[config.mk]
export PLATFORM = sky130hd
export DESIGN_NAME = exp_frac_unit
export DESIGN_NICKNAME = d
export VERILOG_FILES = /design/src/rtl/exp_frac_unit_pkg.sv /design/src/rtl/exp_frac_unit_lut.sv /design/src/rtl/exp_frac_unit.sv
export SDC_FILE = /design/constraint.sdc
export NUM_CORES = 1
export LEC_CHECK = 0
export ABC_AREA = 1
export CORE_UTILIZATION = 25
export CTS_CLUSTER_SIZE = 16
export DETAILED_ROUTE_END_ITERATION = 6
export GPL_TIMING_DRIVEN = 0
export PLACE_DENSITY_LB_ADDON = 0.15
export SKIP_CTS_REPAIR_TIMING = 1
export SYNTH_ARGS = -nofsm -noshare
export SYNTH_HDL_FRONTEND = slang
export SYNTH_SLANG_ARGS = --single-unit
[constraint.sdc]
create_clock -name CLK -period 9.8 [get_ports CLK]
set_input_delay 1.96 -clock CLK [delete_from_list [all_inputs] [get_ports CLK]]
set_output_delay 1.96 -clock CLK [all_outputs]
set_load 0.01 [all_outputs]
[src/rtl/exp_frac_unit_pkg.sv]
// Shared constants, fixed-point types and the series helper for the e^f datapath.
// Formats: input 0.18, LUT 2.18, polynomial 1.24, product 3.42, output 4.18.
package exp_frac_unit_pkg;

  localparam int FRAC_BITS = 18;
  localparam int OUT_WIDTH = 22;
  localparam int LUT_BITS  = 6;
  localparam int B_W       = FRAC_BITS - LUT_BITS;
  localparam int L_W       = 20;
  localparam int P_W       = 25;
  localparam int P_FRAC    = P_W - 1;
  localparam int Q_W       = L_W + P_W;
  localparam int SQ_W      = 2 * B_W;
  localparam int B_ALIGN   = P_FRAC - FRAC_BITS;
  localparam int SQ_SHIFT  = 2 * FRAC_BITS + 1 - P_FRAC;

  localparam logic [P_W-1:0] P_ONE  = P_W'(1) << P_FRAC;
  localparam logic [Q_W-1:0] Q_HALF = Q_W'(1) << (P_FRAC - 1);

  typedef logic [FRAC_BITS-1:0] frac_t;
  typedef logic [OUT_WIDTH-1:0] exp_t;
  typedef logic [L_W-1:0]       lut_t;
  typedef logic [P_W-1:0]       poly_t;
  typedef logic [Q_W-1:0]       prod_t;

  typedef struct packed {
    logic [LUT_BITS-1:0] a;
    logic [B_W-1:0]      b;
  } frac_split_t;

  // 1 + b + b^2/2 in 1.24; the halved square is truncated to 2^-24.
  function automatic poly_t exp_poly(input logic [B_W-1:0] b);
    logic [SQ_W-1:0] b_sq;
    b_sq = SQ_W'(b) * SQ_W'(b);
    return P_ONE + (P_W'(b) << B_ALIGN) + P_W'(b_sq >> SQ_SHIFT);
  endfunction

endpackage

[src/rtl/exp_frac_unit_lut.sv]
// 64x20 ROM of round(e^(k/64) * 2^18) with a registered, resettable read port.
// One cycle read latency; no backpressure.
module exp_frac_unit_lut
  import exp_frac_unit_pkg::*;
(
  input  logic                CLK,
  input  logic                rst_n,
  input  logic [LUT_BITS-1:0] addr,
  output logic [L_W-1:0]      data
);

  lut_t rom_val;

  always_comb begin
    rom_val = '0;
    case (addr)
      6'd0:  rom_val = 20'd262144;  6'd1:  rom_val = 20'd266272;
      6'd2:  rom_val = 20'd270465;  6'd3:  rom_val = 20'd274725;
      6'd4:  rom_val = 20'd279051;  6'd5:  rom_val = 20'd283445;
      6'd6:  rom_val = 20'd287909;  6'd7:  rom_val = 20'd292443;
      6'd8:  rom_val = 20'd297048;  6'd9:  rom_val = 20'd301726;
      6'd10: rom_val = 20'd306477;  6'd11: rom_val = 20'd311304;
      6'd12: rom_val = 20'd316206;  6'd13: rom_val = 20'd321186;
      6'd14: rom_val = 20'd326243;  6'd15: rom_val = 20'd331381;
      6'd16: rom_val = 20'd336600;  6'd17: rom_val = 20'd341900;
      6'd18: rom_val = 20'd347284;  6'd19: rom_val = 20'd352753;
      6'd20: rom_val = 20'd358308;  6'd21: rom_val = 20'd363951;
      6'd22: rom_val = 20'd369682;  6'd23: rom_val = 20'd375504;
      6'd24: rom_val = 20'd381417;  6'd25: rom_val = 20'd387424;
      6'd26: rom_val = 20'd393525;  6'd27: rom_val = 20'd399722;
      6'd28: rom_val = 20'd406017;  6'd29: rom_val = 20'd412410;
      6'd30: rom_val = 20'd418905;  6'd31: rom_val = 20'd425502;
      6'd32: rom_val = 20'd432202;  6'd33: rom_val = 20'd439009;
      6'd34: rom_val = 20'd445922;  6'd35: rom_val = 20'd452944;
      6'd36: rom_val = 20'd460077;  6'd37: rom_val = 20'd467322;
      6'd38: rom_val = 20'd474681;  6'd39: rom_val = 20'd482157;
      6'd40: rom_val = 20'd489749;  6'd41: rom_val = 20'd497462;
      6'd42: rom_val = 20'd505296;  6'd43: rom_val = 20'd513253;
      6'd44: rom_val = 20'd521336;  6'd45: rom_val = 20'd529545;
      6'd46: rom_val = 20'd537885;  6'd47: rom_val = 20'd546355;
      6'd48: rom_val = 20'd554959;  6'd49: rom_val = 20'd563698;
      6'd50: rom_val = 20'd572575;  6'd51: rom_val = 20'd581592;
      6'd52: rom_val = 20'd590751;  6'd53: rom_val = 20'd600054;
      6'd54: rom_val = 20'd609503;  6'd55: rom_val = 20'd619101;
      6'd56: rom_val = 20'd628851;  6'd57: rom_val = 20'd638754;
      6'd58: rom_val = 20'd648813;  6'd59: rom_val = 20'd659030;
      6'd60: rom_val = 20'd669408;  6'd61: rom_val = 20'd679950;
      6'd62: rom_val = 20'd690657;  6'd63: rom_val = 20'd701534;
      default: rom_val = '0;
    endcase
  end

  always_ff @(posedge CLK) begin
    if (!rst_n) data <= '0;
    else        data <= rom_val;
  end

endmodule

[src/rtl/exp_frac_unit.sv]
// e^f for an 18-bit pure fraction: e^a from a ROM times the series 1+b+b^2/2, rounded to 4.18.
// Latency 2 cycles; accepts a new input every cycle, no backpressure.
module exp_frac_unit
  import exp_frac_unit_pkg::*;
(
  input  logic                 CLK,
  input  logic                 iRstN,
  input  logic [FRAC_BITS-1:0] iX,
  output logic [OUT_WIDTH-1:0] oExp
);

  frac_split_t x_split;
  lut_t        lut_q;
  poly_t       poly_q;
  prod_t       prod;
  exp_t        exp_nxt;

  assign x_split = iX;

  exp_frac_unit_lut u_lut (
    .CLK   (CLK),
    .rst_n (iRstN),
    .addr  (x_split.a),
    .data  (lut_q)
  );

  // Stage 1: polynomial registered alongside the ROM read.
  always_ff @(posedge CLK) begin
    if (!iRstN) poly_q <= '0;
    else        poly_q <= exp_poly(x_split.b);
  end

  // Stage 2: 3.42 product, round-half-up into 4.18. A cleared stage 1 yields 0 here.
  always_comb begin
    prod    = prod_t'(lut_q) * prod_t'(poly_q);
    exp_nxt = exp_t'((prod + Q_HALF) >> P_FRAC);
  end

  always_ff @(posedge CLK) begin
    if (!iRstN) oExp <= '0;
    else        oExp <= exp_nxt;
  end

endmodule

## After elaboration in Yosys (flattened, before gate mapping)

Memories as Yosys holds them, arrays and structs flattened. A register that Yosys moved wholly into a read port is not among the register bits.
Cells that the tools add are included.

- Memories kept: 1
- Bits in read-only memories: 1280
- Flip-flop bits (word level): 47
- Output and inout bits: 22

Memory list:

| memory | depth | bits a word | read ports | clocked after Yosys merged registers in | write ports | line | RTL |
|---|---|---|---|---|---|---|---|
| (no name shown) | 64 | 20 | 1 | 1 | 0 | exp_frac_unit_lut.sv:16 | `case (addr)` |

- Reduce and logical (&&, ||, !) cells: 1
- Multiply operators: 2
- $add $sub $neg: 3

Operators with widths:

| cell | count |
|---|---|
| adder 45 x 24 -> 45 bit, second input constant | 1 |
| multiplier 20 x 25 -> 45 bit | 1 |
| adder 25 x 11 -> 25 bit | 1 |
| adder 25 x 18 -> 25 bit, first input constant | 1 |
| multiplier 12 x 12 -> 24 bit | 1 |
| zero test 1 bit | 1 |

## Logic depth before layout (Yosys ltp)

Gate-level depths: netlist of the first run.

- Depth after elaboration: 2
- Mapped depth: 32
- Depth with buffers taken out: 30

## Cells and area by module

A second synthesis of the first run with hierarchy kept.

- Cell total of the unflattened synthesis: 3025
- Area total of the unflattened synthesis: 21862.2 um2

By module, submodules not included:

| module | instances | cells each | area an instance (um2) |
|---|---|---|---|
| exp_frac_unit | 1 | 2661 | 19746.4 |
| exp_frac_unit_lut | 1 | 364 | 2115.8 |

## Least setup slack after synthesis of the first run

No wires, ideal clock.

- Path kind: in2reg
- Start point: input iX[9]
- End point: register poly_q[16]
- Required time: 9681 ps
- Path buffers: 2
- Data arrival time: 7605 ps
- Stages: 30
- Setup slack: 2076 ps
- Library setup time: 119 ps
- Path through: clkbuf_1 -> clkbuf_1 -> nand2_1 -> fa_1 -> inv_1 -> fa_1 -> inv_1 -> fa_1 -> inv_1 -> fa_1 -> inv_1 -> fa_1 -> inv_1 -> ha_1 -> a21oi_1 -> o21ai_0 -> a21oi_1 -> nand2_1 -> xor2_1 -> ha_1 -> inv_1 -> fa_1 -> nor2_1 -> o21ai_1 -> a21boi_1 -> o21ai_1 -> nor2_1 -> nand2_1 -> o21ai_1 -> a21oi_1

- Word-level cells in the longest chain between the ends: 2
- Elaborated cells between the ends (all ways): 3
- Those cells by class: add/sub (2); mul (1)

Ends and longest elaborated chain:

| item | line | RTL |
|---|---|---|
| from (decl) | exp_frac_unit.sv:8 | `input logic [FRAC_BITS-1:0] iX,` |
| multiplier 12 x 12 -> 24 bit or adder 25 x 18 -> 25 bit (tied branches) | exp_frac_unit_pkg.sv:34, exp_frac_unit_pkg.sv:35 |  |
| adder 25 x 11 -> 25 bit * | exp_frac_unit_pkg.sv:35 | `return P_ONE + (P_W'(b) << B_ALIGN) + P_W'(b_sq >> SQ_SHIFT);` |
| to (signal assigned) | exp_frac_unit.sv:30 | `else poly_q <= exp_poly(x_split.b);` |
| to (decl) | exp_frac_unit.sv:14 | `poly_t poly_q;` |

Every way passes the cells marked *; elsewhere a longest branch is shown, timed or not.
A chain may end at the register's enable or synchronous reset.

## Worst setup path in the final report of the first run

- Start point: input iX[5]
- End point: register poly_q[16]

Same word-level chain as after synthesis.

==> results.sh, run 1 <==
export IMPL_io_pins=42
export IMPL_crit_required_ps=10040
export IMPL_mostFrequentLayoutCells="842 x inv_1, 714 x nand2_1, 393 x fa_1"
export IMPL_fin_tns_setup_ps=0
export IMPL_synth_top_area_cell="fa_1"
export IMPL_post_drt_via_cell_ratio=4.363
export IMPL_antenna_found_initial=0
export IMPL_clkTransAtPathRegs_ps=60
export IMPL_initial_utilization_pct=25.34
export IMPL_powerDensity_mw_per_mm2=268.3
export IMPL_design_area_mm2=0.02384
export IMPL_overflow=0
export IMPL_drt_wl_total_mm=75.80
export IMPL_place_ws_ps=518.2
export IMPL_synthTopCellsByArea="fa_1 36%, ha_1 15%, inv_1 15%"
export IMPL_slew_headroom_pct=27.88
export IMPL_clk_path_buf_depth=2
export IMPL_layout_drive_gt1_share_pct=2.316
export IMPL_placed_cell_area_mm2=0.02350
export IMPL_hold_class="reg2reg"
export IMPL_drv_cap=0
export IMPL_synthFlopType="dfxtp_1"
export IMPL_syn_nets=3634
export IMPL_syn_area_mm2=0.02168
export IMPL_crit_start="iX[5]"
export IMPL_async_reset_ff_share_pct=0
export IMPL_post_drt_wl_per_cell_um=18.19
export IMPL_grt_use_total_pct=17.76
export IMPL_place_gp_congestion=0.8994
export IMPL_layout_min_cycle_time_ps=8797
export IMPL_ys_warnings_count=0
export IMPL_critPathMaxStageDelay_ps=740
export IMPL_worst_slack_ps=1003
export IMPL_io_buffers=39
export IMPL_grt_max_degree=14
export IMPL_numCtsBuffers=9
export IMPL_synth_top_area_share_pct=36.29
export IMPL_timing_rr_start="poly_q[7]"
export IMPL_drt_pass1_iterations=5
export IMPL_hold_viol_final=0
export IMPL_die_w_um=296.5
export IMPL_fill_cells=9583
export IMPL_yosysSeqAreaShare_pct=5.633
export IMPL_ys_ff_latch=61
export IMPL_synthCells=2967
export IMPL_finalClockSkew_ps=12.89
export IMPL_holdWs_ps=1241
export IMPL_drt_first_iter_violations=1111
export IMPL_rsz0062_at_grt="no"
export IMPL_startpoint_type="primary input"
export IMPL_dp_hpwl_mm=63.57
export IMPL_syn_to_final_growth_pct=9.974
export IMPL_end_kind="flip-flop"
export IMPL_post_route_period_util_pct=89.77
export IMPL_clk_latency_ps=360
export IMPL_p_leak_nw=13.95
export IMPL_critPathArrivalTime_ps=9040
export IMPL_finalSetupViolations=0
export IMPL_die_h_um=296.5
export IMPL_yosys_cell_types_count=54
export IMPL_fp_coreArea_mm2=0.08555
export IMPL_power_total_w=0.006395
export IMPL_grt_first_pass_wirelength_mm=115.9
export IMPL_first_global_vias=19180
export IMPL_drc=0
export IMPL_cts_root_buf="clkbuf_16"
export IMPL_status="complete, no violations"
export IMPL_final_common_cell="inv_1"
export IMPL_slowest_stage="clkdlybuf4s50_1"
export IMPL_rows=107
export IMPL_antenna_left=0
export IMPL_synth_edf_count=0
export IMPL_vias=18180
export IMPL_nNetsFinal=3684
export IMPL_cts_tree="done"
export IMPL_hp_start="u_lut.data[1]"
export IMPL_vdd_ir_drop_max_v=0.0001891
export IMPL_max_freq_mhz=113.7
export IMPL_critical_path_max_fanout=10
export IMPL_syn_area_per_cell_um2=7.306
export IMPL_worstMarginPinSlew_ps=1082
export IMPL_die_area_mm2=0.08789
export IMPL_crit_type="in2reg"
export IMPL_finalMaxSlewViolations=0
export IMPL_diodes=0
export IMPL_r2r_slack_ps=2780
export IMPL_htreeDepth=3
export IMPL_cts_sinks=61
==> per-layer routing <==
layer / global-route usage (%) / vias to the layer above / share of wire (%)
met5: 0 / - / 0
met3: 0.8368 / 69 / 2.8
met2: 30.83 / 326 / 49
li1: - / 8765 / -
met1: 24.08 / 9018 / 46
met4: 4.363 / 0 / 2.3
==> path summary, 6_finish.rpt <==
path | to | cells past startpoint
setup / recovery | poly_q[16] | 30
hold / removal | oExp[6] | 11
setup reg to reg | oExp[18] | 24
hold reg to reg | oExp[6] | 11
==> power by group <==
part / switching [W] / leakage, nW / total [W] / internal (W)
combinational: 0.00370 / 13.3 / 0.00567 / 0.00197
clock: 0.000129 / 0.163 / 0.000377 / 0.000248
sequential: 0.0000441 / 0.506 / 0.000350 / 0.000306
==> logic make-up after synthesis <==
kind of cell	synth area share, %
AO/OA/AOI/OAI	8.063
XOR/XNOR	0.5656
adder cells (fa/ha/maj)	50.95
buffers and inverters	16.99
flip-flops	5.633
other	0.01730
AND/OR/NAND/NOR	17.78
==> through the flow <==
| step | instances | util, % |
|---|---|---|
| CTS | 4166 | 27.87 |
| global placement | 4150 | 27.47 |
| detailed placement | 4150 | 27.47 |
| finish | 4166 | 27.87 |
| global route | 4166 | 27.87 |
| floorplan | 2967 | - |
==> cell usage after synthesis (3+ instances only) <==
master,n
o21ai_0,78
buf_2,10
xor2_1,8
clkbuf_1,98
a32o_1,4
nor3_1,17
nand4_1,9
o21ai_1,18
a21boi_1,4
a21oi_1,127
fa_1,393
dfxtp_1,61
o21a_1,9
o211ai_1,7
nand2_2,7
inv_1,842
nand2_1,714
inv_2,12
o21bai_1,6
o2111ai_1,3
o31ai_1,6
buf_4,4
nor2_2,7
o22ai_1,4
a21o_1,9
o221ai_1,6
nand3_1,49
nor2_4,3
a31oi_1,7
nor2_1,156
ha_1,254
xnor2_1,6
==> state kept, by name (all words and copies together), names as in the netlist <==
name	flops
u_lut.data	20
oExp	21
poly_q	20
==> area by class of cell <==
cell class / instances / area (um2) / share of cell area, %
repair buffers: 39 / 390.4 / 1.637
plain buffers: 115 / 474.2 / 1.989
flip-flops and latches: 61 / 1221 / 5.122
well taps: 1144 / 1431 / 6.004
multi-input cells: 1936 / 16770 / 70.36
clock buffers: 10 / 229.0 / 0.9604
inverters: 855 / 3209 / 13.46
clock inverters: 6 / 111.4 / 0.4671
==> worst max-delay path: cells and delay by family <==
family | cells | cell delay [ps]
adder cells (fa/ha/maj) | 8 | 3410
buffers and inverters | 8 | 1630
AO/OA/AOI/OAI | 8 | 1070
AND/OR/NAND/NOR | 5 | 770
XOR/XNOR | 1 | 160
Power figures use the tool's default switching activity.
==> run 2, diff against run 1 <==
- CORE_MARGIN: not set -> 3
- TNS_END_PERCENT: not set -> 50
==> run 2 against run 1 <==
  * Worst hold slack better by 16 ps
  * Flip-flop and latch count is the same
  * Clock skew is 3.0 ps lower
  * Fmax grew 0.48%
  * Setup slack better by 42 ps
  * Core utilization decreased by 0.075 points
  * Clock power fell by 18%
  * First-iteration DRC count is 8.3% lower
  * Power down 1.4%
  * Global-route usage shrank 0.63 points
  * Highest routed layer is now met5
  * Critical path type unchanged
  * Clock-buffer cell count is 1 lower
==> results.sh, run 2 (synthesis results as in run 1) <==
export IMPL_antenna_found_initial=1
export IMPL_initial_utilization_pct=25.34
export IMPL_hold_end="oExp[12]"
export IMPL_rows=107
export IMPL_rsz0062_at_grt="no"
export IMPL_drt_first_iter_violations=1019
export IMPL_max_freq_mhz=114.2
export IMPL_layout_drive_gt1_share_pct=2.349
export IMPL_htreeDepth=3
export IMPL_regMostFlops="oExp"
export IMPL_first_global_vias=19380
export IMPL_design_area_mm2=0.02378
export IMPL_slowest_stage="clkdlybuf4s50_1"
export IMPL_vias=18300
export IMPL_r2r_slack_ps=2850
export IMPL_largest_reg_flops=21
export IMPL_post_route_period_util_pct=89.34
export IMPL_io_buffers=39
export IMPL_vdd_ir_drop_max_v=0.0002033
export IMPL_placed_cell_area_mm2=0.02350
export IMPL_numCtsBuffers=9
export IMPL_cts_root_buf="clkbuf_16"
export IMPL_fp_coreArea_mm2=0.08555
export IMPL_worst_slack_ps=1045
export IMPL_end_kind="flip-flop"
export IMPL_drt_pass1_iterations=5
export IMPL_drc=0
export IMPL_hold_viol_final=0
export IMPL_critical_path_max_fanout=10
export IMPL_syn_to_final_growth_pct=9.679
export IMPL_grt_use_total_pct=17.13
export IMPL_hold_depth=9
export IMPL_cts_sinks=61
export IMPL_finalClockSkew_ps=9.915
export IMPL_die_w_um=300.5
export IMPL_post_drt_wl_per_cell_um=18.21
export IMPL_place_ws_ps=554.7
export IMPL_drt_wl_total_mm=75.88
export IMPL_worstMarginPinSlew_ps=1058
export IMPL_powerDensity_mw_per_mm2=265.3
export IMPL_hp_start="u_lut.data[1]"
export IMPL_hold_class="reg2reg"
export IMPL_layout_min_cycle_time_ps=8755
export IMPL_nNetsFinal=3684
export IMPL_dp_hpwl_mm=63.35
export IMPL_critPathArrivalTime_ps=9000
export IMPL_multi_input_area_mm2=0.01677
export IMPL_overflow=0
export IMPL_fill_cells=9533
export IMPL_reg2reg_depth=24
export IMPL_io_pins=42
export IMPL_timing_rr_start="poly_q[7]"
export IMPL_status="complete, no violations"
export IMPL_grt_first_pass_wirelength_mm=116.8
export IMPL_clk_latency_ps=360
export IMPL_die_area_mm2=0.09028
export IMPL_final_common_cell="inv_1"
export IMPL_cts_tree="done"
export IMPL_seqCellArea_mm2=0.001221
export IMPL_place_gp_congestion=0.8954
export IMPL_antenna_left=0
export IMPL_grt_max_degree=14
export IMPL_diodes=0
export IMPL_r2r_end="oExp[18]"
export IMPL_mostFrequentLayoutCells="842 x inv_1, 714 x nand2_1, 393 x fa_1"
export IMPL_clk_path_buf_depth=2
export IMPL_clkTransAtPathRegs_ps=60
export IMPL_crit_type="in2reg"
export IMPL_finalMaxSlewViolations=0
export IMPL_die_h_um=300.5
export IMPL_post_drt_via_cell_ratio=4.393
export IMPL_holdWs_ps=1257
export IMPL_critPathMaxStageDelay_ps=750
export IMPL_fin_tns_setup_ps=0
export IMPL_crit_required_ps=10040
export IMPL_startpoint_type="primary input"
export IMPL_drv_cap=0
export IMPL_reg_top3="oExp: 21 flops, poly_q: 20 flops, u_lut.data: 20 flops"
export IMPL_slew_headroom_pct=29.47
export IMPL_p_leak_nw=13.91
export IMPL_finalSetupViolations=0
-- run 2: cell types whose count changed in the layout (fill, tap and decap cells not counted) --
cell        delta
bufinv_16      -3
clkbuf_1       -1
clkinv_2       +1
inv_6          +1
clkinvlp_4     +1
clkinv_4       +1
-- run 2: cell type report --
cell class	count	share of cell area, %
flip-flops and latches	61	5.136
well taps	1144	6.020
repair buffers	39	1.642
inverters	855	13.50
multi-input cells	1936	70.55
clock buffers	9	0.9472
clock inverters	7	0.2158
plain buffers	115	1.994
-- run 2: how the worst max path moves through the flow --
stage	startpoint	endpoint	slack (ps)	depth (start not counted)
floorplan	iX[9]	poly_q[16]	2080	30
global placement	iX[5]	poly_q[16]	600	30
detailed placement	iX[5]	poly_q[16]	550	30
CTS	iX[4]	poly_q[16]	960	30
global route	iX[5]	poly_q[14]	410	29
finish	iX[4]	poly_q[16]	1040	30
-- run 2: per-layer routing --
| metal | share of wire [%] | track usage (%) |
|---|---|---|
| met5 | 0.026 | 0 |
| met4 | 1.9 | 3.774 |
| met3 | 3.0 | 1.118 |
| met2 | 50 | 30.29 |
| met1 | 46 | 22.89 |
-- run 2: per-stage QoR --
stage | total power (W) | std cells | utilization (%)
floorplan | 0.004156 | 2967 | -
global placement | 0.006168 | 4150 | 27.47
global route | 0.007124 | 4166 | 27.79
CTS | 0.006503 | 4166 | 27.79
finish | 0.006308 | 4166 | 27.79
detailed placement | 0.006130 | 4150 | 27.47
-- run 2: worst max-delay path, delay by kind of cell --
kind            cells  cell delay [ps]
compound gates      8             1090
xor+xnor            1              160
fa+ha+maj           8             3410
buf+inv             8             1610
simple gates        5              760
-- run 2: power by group --
group          total, W  internal (W)  switching, W
combinational   0.00565       0.00197       0.00369
sequential     0.000346      0.000306     0.0000403
clock          0.000308      0.000172      0.000136
total           0.00631       0.00245       0.00386
